## config.mk

```make
export PLATFORM = sky130hd
export DESIGN_NAME = micro_sequencer
export DESIGN_NICKNAME = d
export VERILOG_FILES = /design/src/rtl/micro_sequencer_pkg.sv /design/src/rtl/dispatch_rom.sv /design/src/rtl/micro_sequencer.sv
export SDC_FILE = /design/constraint.sdc
export NUM_CORES = 1
export LEC_CHECK = 0
export ABC_AREA = 0
export CAP_MARGIN = 20
export CELL_PAD_IN_SITES_DETAIL_PLACEMENT = 1
export CELL_PAD_IN_SITES_GLOBAL_PLACEMENT = 1
export CORE_MARGIN = 4
export CORE_UTILIZATION = 38
export CTS_CLUSTER_SIZE = 14
export DETAILED_ROUTE_END_ITERATION = 8
export HOLD_SLACK_MARGIN = 0.03
export PLACE_DENSITY = 0.88
export REMOVE_ABC_BUFFERS = 1
export SLEW_MARGIN = 20
export SYNTH_ARGS = -nofsm -noshare
export SYNTH_HDL_FRONTEND = slang
export SYNTH_SLANG_ARGS = --single-unit
```

## constraint.sdc

```tcl
create_clock -name i_clk -period 3.9 [get_ports i_clk]
set_input_delay 0.39 -clock i_clk [delete_from_list [all_inputs] [get_ports i_clk]]
set_output_delay 0.39 -clock i_clk [all_outputs]
set_load 0.05 [all_outputs]
```

## src/rtl/micro_sequencer_pkg.sv

```systemverilog
// Shared constants, field encodings and state type for the micro-sequencer.
package micro_sequencer_pkg;

  // Micro-PC width and the two fixed micro-addresses.
  localparam int              UPC_W      = 8;
  localparam logic [UPC_W-1:0] FETCH_ADDR = 8'h00;
  localparam logic [UPC_W-1:0] TRAP_ADDR  = 8'hFF;

  // Next-address control field of a microinstruction.
  localparam logic [1:0] SEQ_SEQ   = 2'b00;
  localparam logic [1:0] SEQ_DISP  = 2'b01;
  localparam logic [1:0] SEQ_FETCH = 2'b10;
  localparam logic [1:0] SEQ_BR    = 2'b11;

  // Opcodes.
  localparam logic [5:0] OP_RTYPE = 6'b000000;
  localparam logic [5:0] OP_LW    = 6'b100011;
  localparam logic [5:0] OP_SW    = 6'b101011;
  localparam logic [5:0] OP_BEQ   = 6'b000100;
  localparam logic [5:0] OP_J     = 6'b000010;
  localparam logic [5:0] OP_ADDI  = 6'b001000;

  // R-type funct codes.
  localparam logic [5:0] FN_ADD = 6'b100000;
  localparam logic [5:0] FN_SUB = 6'b100010;
  localparam logic [5:0] FN_AND = 6'b100100;
  localparam logic [5:0] FN_OR  = 6'b100101;
  localparam logic [5:0] FN_SLT = 6'b101010;

  // Entry points of the execute routines in the control store.
  localparam logic [UPC_W-1:0] ADDR_ADD  = 8'h10;
  localparam logic [UPC_W-1:0] ADDR_SUB  = 8'h14;
  localparam logic [UPC_W-1:0] ADDR_AND  = 8'h18;
  localparam logic [UPC_W-1:0] ADDR_OR   = 8'h1C;
  localparam logic [UPC_W-1:0] ADDR_SLT  = 8'h20;
  localparam logic [UPC_W-1:0] ADDR_LW   = 8'h30;
  localparam logic [UPC_W-1:0] ADDR_SW   = 8'h38;
  localparam logic [UPC_W-1:0] ADDR_BEQ  = 8'h40;
  localparam logic [UPC_W-1:0] ADDR_J    = 8'h48;
  localparam logic [UPC_W-1:0] ADDR_ADDI = 8'h50;

  // Sequencer operating state.
  typedef enum logic [1:0] {
    ST_RUN  = 2'b00,
    ST_HALT = 2'b01,
    ST_TRAP = 2'b10
  } state_t;

endpackage

```

## src/rtl/dispatch_rom.sv

```systemverilog
// Combinational opcode/funct decoder giving the control-store entry point of
// each supported instruction; o_valid is low for unsupported encodings.
module dispatch_rom
  import micro_sequencer_pkg::*;
(
  input  logic [5:0]       i_op,
  input  logic [5:0]       i_funct,
  output logic [UPC_W-1:0] o_addr,
  output logic             o_valid
);

  // Decode table; unlisted encodings fall through to the invalid defaults.
  always_comb begin
    // NOTE: every output gets a default before the case so no path leaves it unassigned (no latch).
    o_addr  = TRAP_ADDR;
    o_valid = 1'b0;
    case (i_op)
      OP_RTYPE: begin
        case (i_funct)
          FN_ADD: begin o_addr = ADDR_ADD; o_valid = 1'b1; end
          FN_SUB: begin o_addr = ADDR_SUB; o_valid = 1'b1; end
          FN_AND: begin o_addr = ADDR_AND; o_valid = 1'b1; end
          FN_OR:  begin o_addr = ADDR_OR;  o_valid = 1'b1; end
          FN_SLT: begin o_addr = ADDR_SLT; o_valid = 1'b1; end
          default: ;
        endcase
      end
      OP_LW:   begin o_addr = ADDR_LW;   o_valid = 1'b1; end
      OP_SW:   begin o_addr = ADDR_SW;   o_valid = 1'b1; end
      OP_BEQ:  begin o_addr = ADDR_BEQ;  o_valid = 1'b1; end
      OP_J:    begin o_addr = ADDR_J;    o_valid = 1'b1; end
      OP_ADDI: begin o_addr = ADDR_ADDI; o_valid = 1'b1; end
      default: ;
    endcase
  end

endmodule

```

## src/rtl/micro_sequencer.sv

```systemverilog
// Next-address sequencer for the microprogrammed control unit: micro-PC
// register, next-address mux, RUN/HALT/TRAP control and a per-instruction
// cycle counter.
module micro_sequencer
  import micro_sequencer_pkg::*;
(
  input  logic             i_clk,
  input  logic             i_rst,
  input  logic [5:0]       i_op,
  input  logic [5:0]       i_funct,
  input  logic [1:0]       i_seq,
  input  logic [UPC_W-1:0] i_target,
  input  logic             i_wait,
  input  logic             i_halt_req,
  input  logic             i_resume,
  output logic [UPC_W-1:0] o_upc,
  output logic             o_fetch,
  output logic             o_instr_done,
  output logic             o_illegal,
  output logic             o_halted,
  output logic [7:0]       o_ucycle
);

  state_t           state, state_n;
  logic [UPC_W-1:0] upc_n;
  logic [7:0]       ucycle_n;
  logic [UPC_W-1:0] disp_addr;
  logic             disp_valid;
  logic             retire;

  dispatch_rom u_dispatch_rom (
    .i_op    (i_op),
    .i_funct (i_funct),
    .o_addr  (disp_addr),
    .o_valid (disp_valid)
  );

  // An instruction retires when its FETCH microinstruction completes unstalled.
  assign retire       = (state == ST_RUN) && (i_seq == SEQ_FETCH) && !i_wait;
  assign o_instr_done = retire;
  assign o_fetch      = (state == ST_RUN) && (o_upc == FETCH_ADDR);

  // Next-state, next micro-PC and cycle-count selection.
  always_comb begin
    state_n  = state;
    upc_n    = o_upc;
    ucycle_n = o_ucycle;
    case (state)
      ST_RUN: begin
        // Stall cycles count too; the counter only clears on retirement.
        ucycle_n = (o_ucycle == 8'hFF) ? o_ucycle : o_ucycle + 8'd1;
        if (!i_wait) begin
          case (i_seq)
            SEQ_SEQ:  upc_n = o_upc + UPC_W'(1);
            SEQ_DISP: begin
              if (disp_valid) begin
                upc_n = disp_addr;
              end else begin
                upc_n   = TRAP_ADDR;
                state_n = ST_TRAP;
              end
            end
            SEQ_FETCH: begin
              upc_n    = FETCH_ADDR;
              ucycle_n = 8'd0;
              if (i_halt_req) state_n = ST_HALT;
            end
            default:  upc_n = i_target;
          endcase
        end
      end
      ST_HALT: begin
        upc_n = FETCH_ADDR;
        if (i_resume) begin
          state_n  = ST_RUN;
          ucycle_n = 8'd0;
        end
      end
      ST_TRAP: upc_n = TRAP_ADDR;
      default: begin
        state_n  = ST_RUN;
        upc_n    = FETCH_ADDR;
        ucycle_n = 8'd0;
      end
    endcase
  end

  // State, micro-PC, counter and status flags, all asynchronously reset.
  always_ff @(posedge i_clk or posedge i_rst) begin
    if (i_rst) begin
      state     <= ST_RUN;
      o_upc     <= FETCH_ADDR;
      o_ucycle  <= 8'd0;
      o_illegal <= 1'b0;
      o_halted  <= 1'b0;
    end else begin
      // NOTE: non-blocking assignments so every register samples pre-edge values.
      state     <= state_n;
      o_upc     <= upc_n;
      o_ucycle  <= ucycle_n;
      o_illegal <= (state_n == ST_TRAP);
      o_halted  <= (state_n == ST_HALT);
    end
  end

endmodule

```

==> impl_metrics.json, run 1 <==
{
  "p_clk_frac": 0.178,
  "ir_drop_mv": 0.200,
  "final-setup-viol-count": 0,
  "ys_types": 59,
  "switching_share": 0.450,
  "worstPathArrival_ns": 2.37,
  "finalHoldViolCount": 0,
  "cts.htree.levels": 1,
  "viasPerCell": 6.07,
  "post-route-drc-count": 0,
  "hold_buffers": 0,
  "cts.path.max_buffers": 2,
  "grt_pass1_wl_um": 8470,
  "avgRoutedWirePerCell_um": 18.4,
  "synthCells": 193,
  "slowest_stage": "clkdlybuf4s50_1",
  "worstMarginPinSlew_ns": 0.798,
  "root_buffer": "clkbuf_8",
  "pre_cts_ws_ns": 1.25,
  "syn_area_per_cell_um2": 8.76,
  "gp_congestion": 0.870,
  "finalNetCount": 270,
  "dieArea_um2": 5580,
  "ys_seq_area_frac": 0.296,
  "worst-setup-path-type": "flip-flop to output port",
  "relSlewSlack": 0.468,
  "area_growth_pct": 28.8,
  "slew_violations": 0,
  "place_inst": 281,
  "track_usage": 0.195,
  "synth_edf_count": 0,
  "pwr-share-comb": 0.493,
  "io-pin-count": 47,
  "p_switching_mw": 0.416,
  "grt_pass1_vias": 1663,
  "crit_path_start_kind": "flip-flop",
  "dr.pass1.iters": 4,
  "syn_area_um2": 1690,
  "setup_ws_ns": 1.14,
  "grt_antenna_before_repair": 0,
  "ant_nets": 0,
  "fp.dieH_um": 74.7,
  "period_share": 0.707,
  "power_density_nw_per_um2": 425,
  "p_leak_nw": 0.830,
  "initial_core_util": 0.408,
  "maxCapViolCount": 0,
  "rsz0062_at_grt": "no",
  "fmax_ghz": 0.363,
  "clock_latency_ns": 0.26,
  "worstPathMaxFanout": 18,
  "die_x_um": 74.7,
  "seqPwrFrac": 0.329,
  "grt_max_degree": 21,
  "crit_required_ns": 3.51,
  "worst_clock_skew_ns": 0.000950,
  "cts_sinks": 20,
  "hold_path.class": "flip-flop to flip-flop",
  "yosys_warnings": 0,
  "post_cts_buffers": 0,
  "ys_ff_latch": 20,
  "tns_ns": 0,
  "fin_cells": 285,
  "clk_pin_slew_ns": 0.08,
  "dr.first_iter.drc_count": 95,
  "cts_tree": "built",
  "core_um2": 4140,
  "intPower_mw": 0.509,
  "cts_buffers": 3,
  "vias": 1731,
  "max_stage_delay_ns": 0.80,
  "crit_chain": "nor2_1 -> and4_1 -> clkdlybuf4s50_1",
  "status": "finished, final reports clean",
  "dp_hpwl_um": 3920,
  "rows": 23,
  "routed_wl_um": 5240,
  "end_kind": "output port",
  "hold_slack_ns": 0.549,
  "cts_resized": 0,
  "drive_gt1_frac": 0.0723,
  "period_minus_slack_ns": 2.76,
  "io_buffers": 46,
  "synthArstFlopShare": 1.00,
  "n_antenna_cell": 0,
  "synth_flop_cell": "dfrtp_1",
  "overflow": 0
}
cell type report:
class / instances / area (um2)
well taps: 50 / 62.6
repair buffers: 47 / 468
inverters: 10 / 37.5
flip-flops and latches: 20 / 500
fillers: 524 / 1970
multi-input cells: 154 / 1050
clock buffers: 4 / 55.1
synth_stat cells (all sizes together), types with 3 or more instances:
library cell / instances / area, um2
inv: 10 / 37.5
xnor2: 3 / 26.3
nor3: 7 / 45.0
nor4: 3 / 31.3
dfrtp: 20 / 500
nor2: 16 / 60.1
a21oi: 18 / 90.1
clkbuf: 3 / 35.0
nor2b: 3 / 18.8
buf: 6 / 63.8
o21ai: 14 / 70.1
o22ai: 4 / 25.0
nand4: 3 / 25.0
nand2: 12 / 45.0
nand3: 7 / 35.0
a31oi: 4 / 25.0
ha: 7 / 87.6
a211oi: 3 / 22.5
nand2b: 5 / 31.3
critical path, delay by kind of cell (launching register included):
kind,cells,cell delay (ns)
buffers and inverters,1,0.80
AND/OR/NAND/NOR,2,0.69
flip-flops,1,0.61
cell families after synthesis:
kind of cell    after synthesis  synth area share
mux                           1           0.00592
compound gates               70             0.295
buf+inv                      19            0.0807
flops                        20             0.296
xor+xnor                      5            0.0259
fa+ha+maj                     7            0.0518
simple gates                 71             0.245
cell usage in the layout, fill, tap and decap left out, types with 3 or more instances in the layout:
cell type        Yosys  final
nand3_1              7      7
nor3_1               5      5
nor2_1              16     16
o21ai_0             13     13
inv_1               10     10
a31oi_1              4      4
o22ai_1              4      4
nand2_1             12     12
xnor2_1              3      3
ha_1                 7      7
a211oi_1             3      3
dfrtp_1             20     20
a21oi_1             18     18
clkdlybuf4s50_1      0     46
nor2b_1              3      3
clkbuf_8             2      4
nand2b_1             5      5
worst paths after layout:
kind                                   from     endpoint  slack (ns)  depth (start not counted)
worst max-delay path               state[0]      o_fetch        1.14                          3
worst min-delay path            o_ucycle[0]  o_ucycle[0]        0.55                          1
worst max register to register     state[0]  o_ucycle[7]        2.06                          5
worst min register to register  o_ucycle[0]  o_ucycle[0]        0.55                          1
max in group asynchronous             i_rst     o_upc[3]        2.83                          2
min in group asynchronous             i_rst  o_ucycle[6]        0.58                          2
power by group through the flow:
stage	clock network (mW)	registers, mW	logic (mW)
6_report	0.165	0.305	0.455
5_1_grt	0.175	0.312	0.489
4_1_cts	0.167	0.303	0.457
3_5_place_dp	0	0.306	0.451
3_3_place_gp	0	0.304	0.436
2_1_floorplan	0	0.404	0.185
flip-flops by register name, indices dropped and copies added, names as in the netlist:
register,cells
state,2
o_upc,8
o_illegal,1
o_ucycle,8
o_halted,1
layer usage:
layer,global-route usage,wire (um),vias up
met3,0.0240,307,9
met1,0.291,2330,846
li1,-,-,819
met5,0,0,-
met2,0.299,2510,57
met4,0.0474,87,0
metrics by stage:
step	power, mW	utilization	instance area [um2]
6_report	0.925	0.525	2180
5_1_grt	0.976	0.525	2180
3_3_place_gp	0.740	0.512	2120
4_1_cts	0.927	0.525	2180
2_1_floorplan	0.589	-	1590
3_5_place_dp	0.757	0.512	2120
Power figures use the tool's default switching activity.
==> inputs of run 2 (changes only) <==
CORE_UTILIZATION = 35   (was 38)
PLACE_DENSITY = 0.82   (was 0.88)
clock period = 2.8 ns   (was 3.9 ns; I/O delays follow)
==> run 2 against run 1 <==
Flip-flop and latch count stayed put. Global-route usage fell by 1.9 points. Register-to-register slack got worse by 0.96 ns. Cell area is 0.46% higher.
==> impl_metrics.json, run 2 (synthesis gave the netlist of run 1 again) <==
{
  "grt.met1_usage": 0.259,
  "grt_max_degree": 21,
  "reg2reg_slack_ns": 1.10,
  "io_buffers": 46,
  "cts_resized": 0,
  "fp.dieH_um": 77.5,
  "status": "finished, final reports clean",
  "final-setup-viol-count": 0,
  "cts_sinks": 20,
  "fmax_ghz": 0.421,
  "rsz0062_at_grt": "no",
  "drive_gt1_frac": 0.0805,
  "n_antenna_cell": 0,
  "clock_latency_ns": 0.26,
  "multiInputGateArea_um2": 1050,
  "crit_path_end": "o_fetch",
  "finalHoldViolCount": 0,
  "tns_ns": 0,
  "final_common_cell": "clkdlybuf4s50_1",
  "slew_violations": 0,
  "crit_path_start_kind": "flip-flop",
  "hold_path.class": "input port to async pin",
  "grt_pass1_vias": 1656,
  "grt_pass1_wl_um": 8490,
  "rows": 25,
  "overflow": 0,
  "gp_congestion": 0.819,
  "io-pin-count": 47,
  "worstMarginPinSlew_ns": 0.786,
  "cts_tree": "built",
  "globalRouteMet2Util": 0.263,
  "place_inst": 286,
  "power_density_nw_per_um2": 584,
  "relSlewSlack": 0.476,
  "worst_r2r_endpoint": "o_upc[6]",
  "maxCapViolCount": 0,
  "initial_core_util": 0.360,
  "dr.pass1.iters": 4,
  "period_share": 0.848,
  "post-route-drc-count": 0,
  "cts_buffers": 3,
  "root_buffer": "clkbuf_8",
  "dp_hpwl_um": 3920,
  "timing.critical_path.from": "state[0]",
  "period_minus_slack_ns": 2.38,
  "crit_required_ns": 2.52,
  "grt-busiest-layer": "met2",
  "worst-setup-path-type": "flip-flop to output port",
  "core_um2": 4690,
  "rr_worst_depth": 6,
  "fillers": 570,
  "ir_drop_mv": 0.261,
  "dr.first_iter.drc_count": 132,
  "worstPathMaxFanout": 5,
  "worstPathArrival_ns": 2.10,
  "p_leak_nw": 0.837,
  "dieArea_um2": 6010,
  "top_regs": "o_ucycle: 8 flops, o_upc: 8 flops, state: 2 flops",
  "viasPerCell": 5.88,
  "post_cts_buffers": 0,
  "fin_cells": 290,
  "avgRoutedWirePerCell_um": 17.6,
  "finalNetCount": 271,
  "worst_clock_skew_ns": 0.00522,
  "r2r_start": "o_upc[1]",
  "routed_wl_um": 5120,
  "end_kind": "output port",
  "cts.htree.levels": 1,
  "die_x_um": 77.5,
  "vias": 1706,
  "hold_buffers": 0,
  "track_usage": 0.176,
  "grt_antenna_before_repair": 0,
  "clk_pin_slew_ns": 0.08,
  "ant_nets": 0,
  "final_cell_mix": "clkdlybuf4s50_1, dfrtp_1, a21oi_1, nor2_1, o21ai_0",
  "area_growth_pct": 29.4,
  "cts.path.max_buffers": 2,
  "grtUsageMet3": 0.0278,
  "regArea_um2": 500
}
run 2: changes by cell type in the layout (fill, tap and decap cells not counted), sizes merged:
cell           delta
clkdlybuf4s50     -1
buf               +2
run 2: through the flow:
stage | hold WS [ns] | setup slack, ns | power (mW) | util | cell area, um2
final | 0.456 | 0.425 | 1.28 | 0.466 | 2190
after global routing | 0.549 | 0.362 | 1.35 | 0.466 | 2190
after CTS | 0.496 | 0.443 | 1.28 | 0.466 | 2190
after detailed placement | 0.549 | 0.515 | 1.05 | 0.454 | 2130
after global placement | 0.530 | 0.542 | 1.04 | 0.454 | 2130
after floorplan | 0.244 | 0.873 | 0.820 | - | 1590
run 2: worst min-delay path by stage:
stage / start / end / slack (ns)
6_report: i_rst / o_ucycle[4] / 0.46
3_3_place_gp: o_ucycle[0] / o_ucycle[0] / 0.53
2_1_floorplan: i_rst / o_halted / 0.24
3_5_place_dp: o_ucycle[0] / o_ucycle[0] / 0.55
4_1_cts: i_rst / o_ucycle[4] / 0.50
5_1_grt: i_rst / o_ucycle[4] / 0.55
run 2: where the power goes:
part / switching [mW] / internal [mW]
Sequential: 0.0694 / 0.337
Combinational: 0.395 / 0.249
Clock: 0.0999 / 0.125
Total: 0.565 / 0.712
run 2: layout make-up:
cell class,instances,area share
clock buffer,4,0.0252
inverter,10,0.0172
timing repair buffer,48,0.216
sequential,20,0.229
tap,54,0.0309
multi-input combinational,154,0.482
run 2: critical path, stage by stage (launching register included):
cell             delay [ns]
dfrtp_1                0.39
nor2_1                 0.38
and4_1                 0.27
clkdlybuf4s50_1        0.80
run 2: metal layers:
layer / routed length (um) / part of all wire
met5: 0 / 0
met4: 51 / 0.010
met3: 196 / 0.038
met2: 2380 / 0.46
met1: 2490 / 0.49
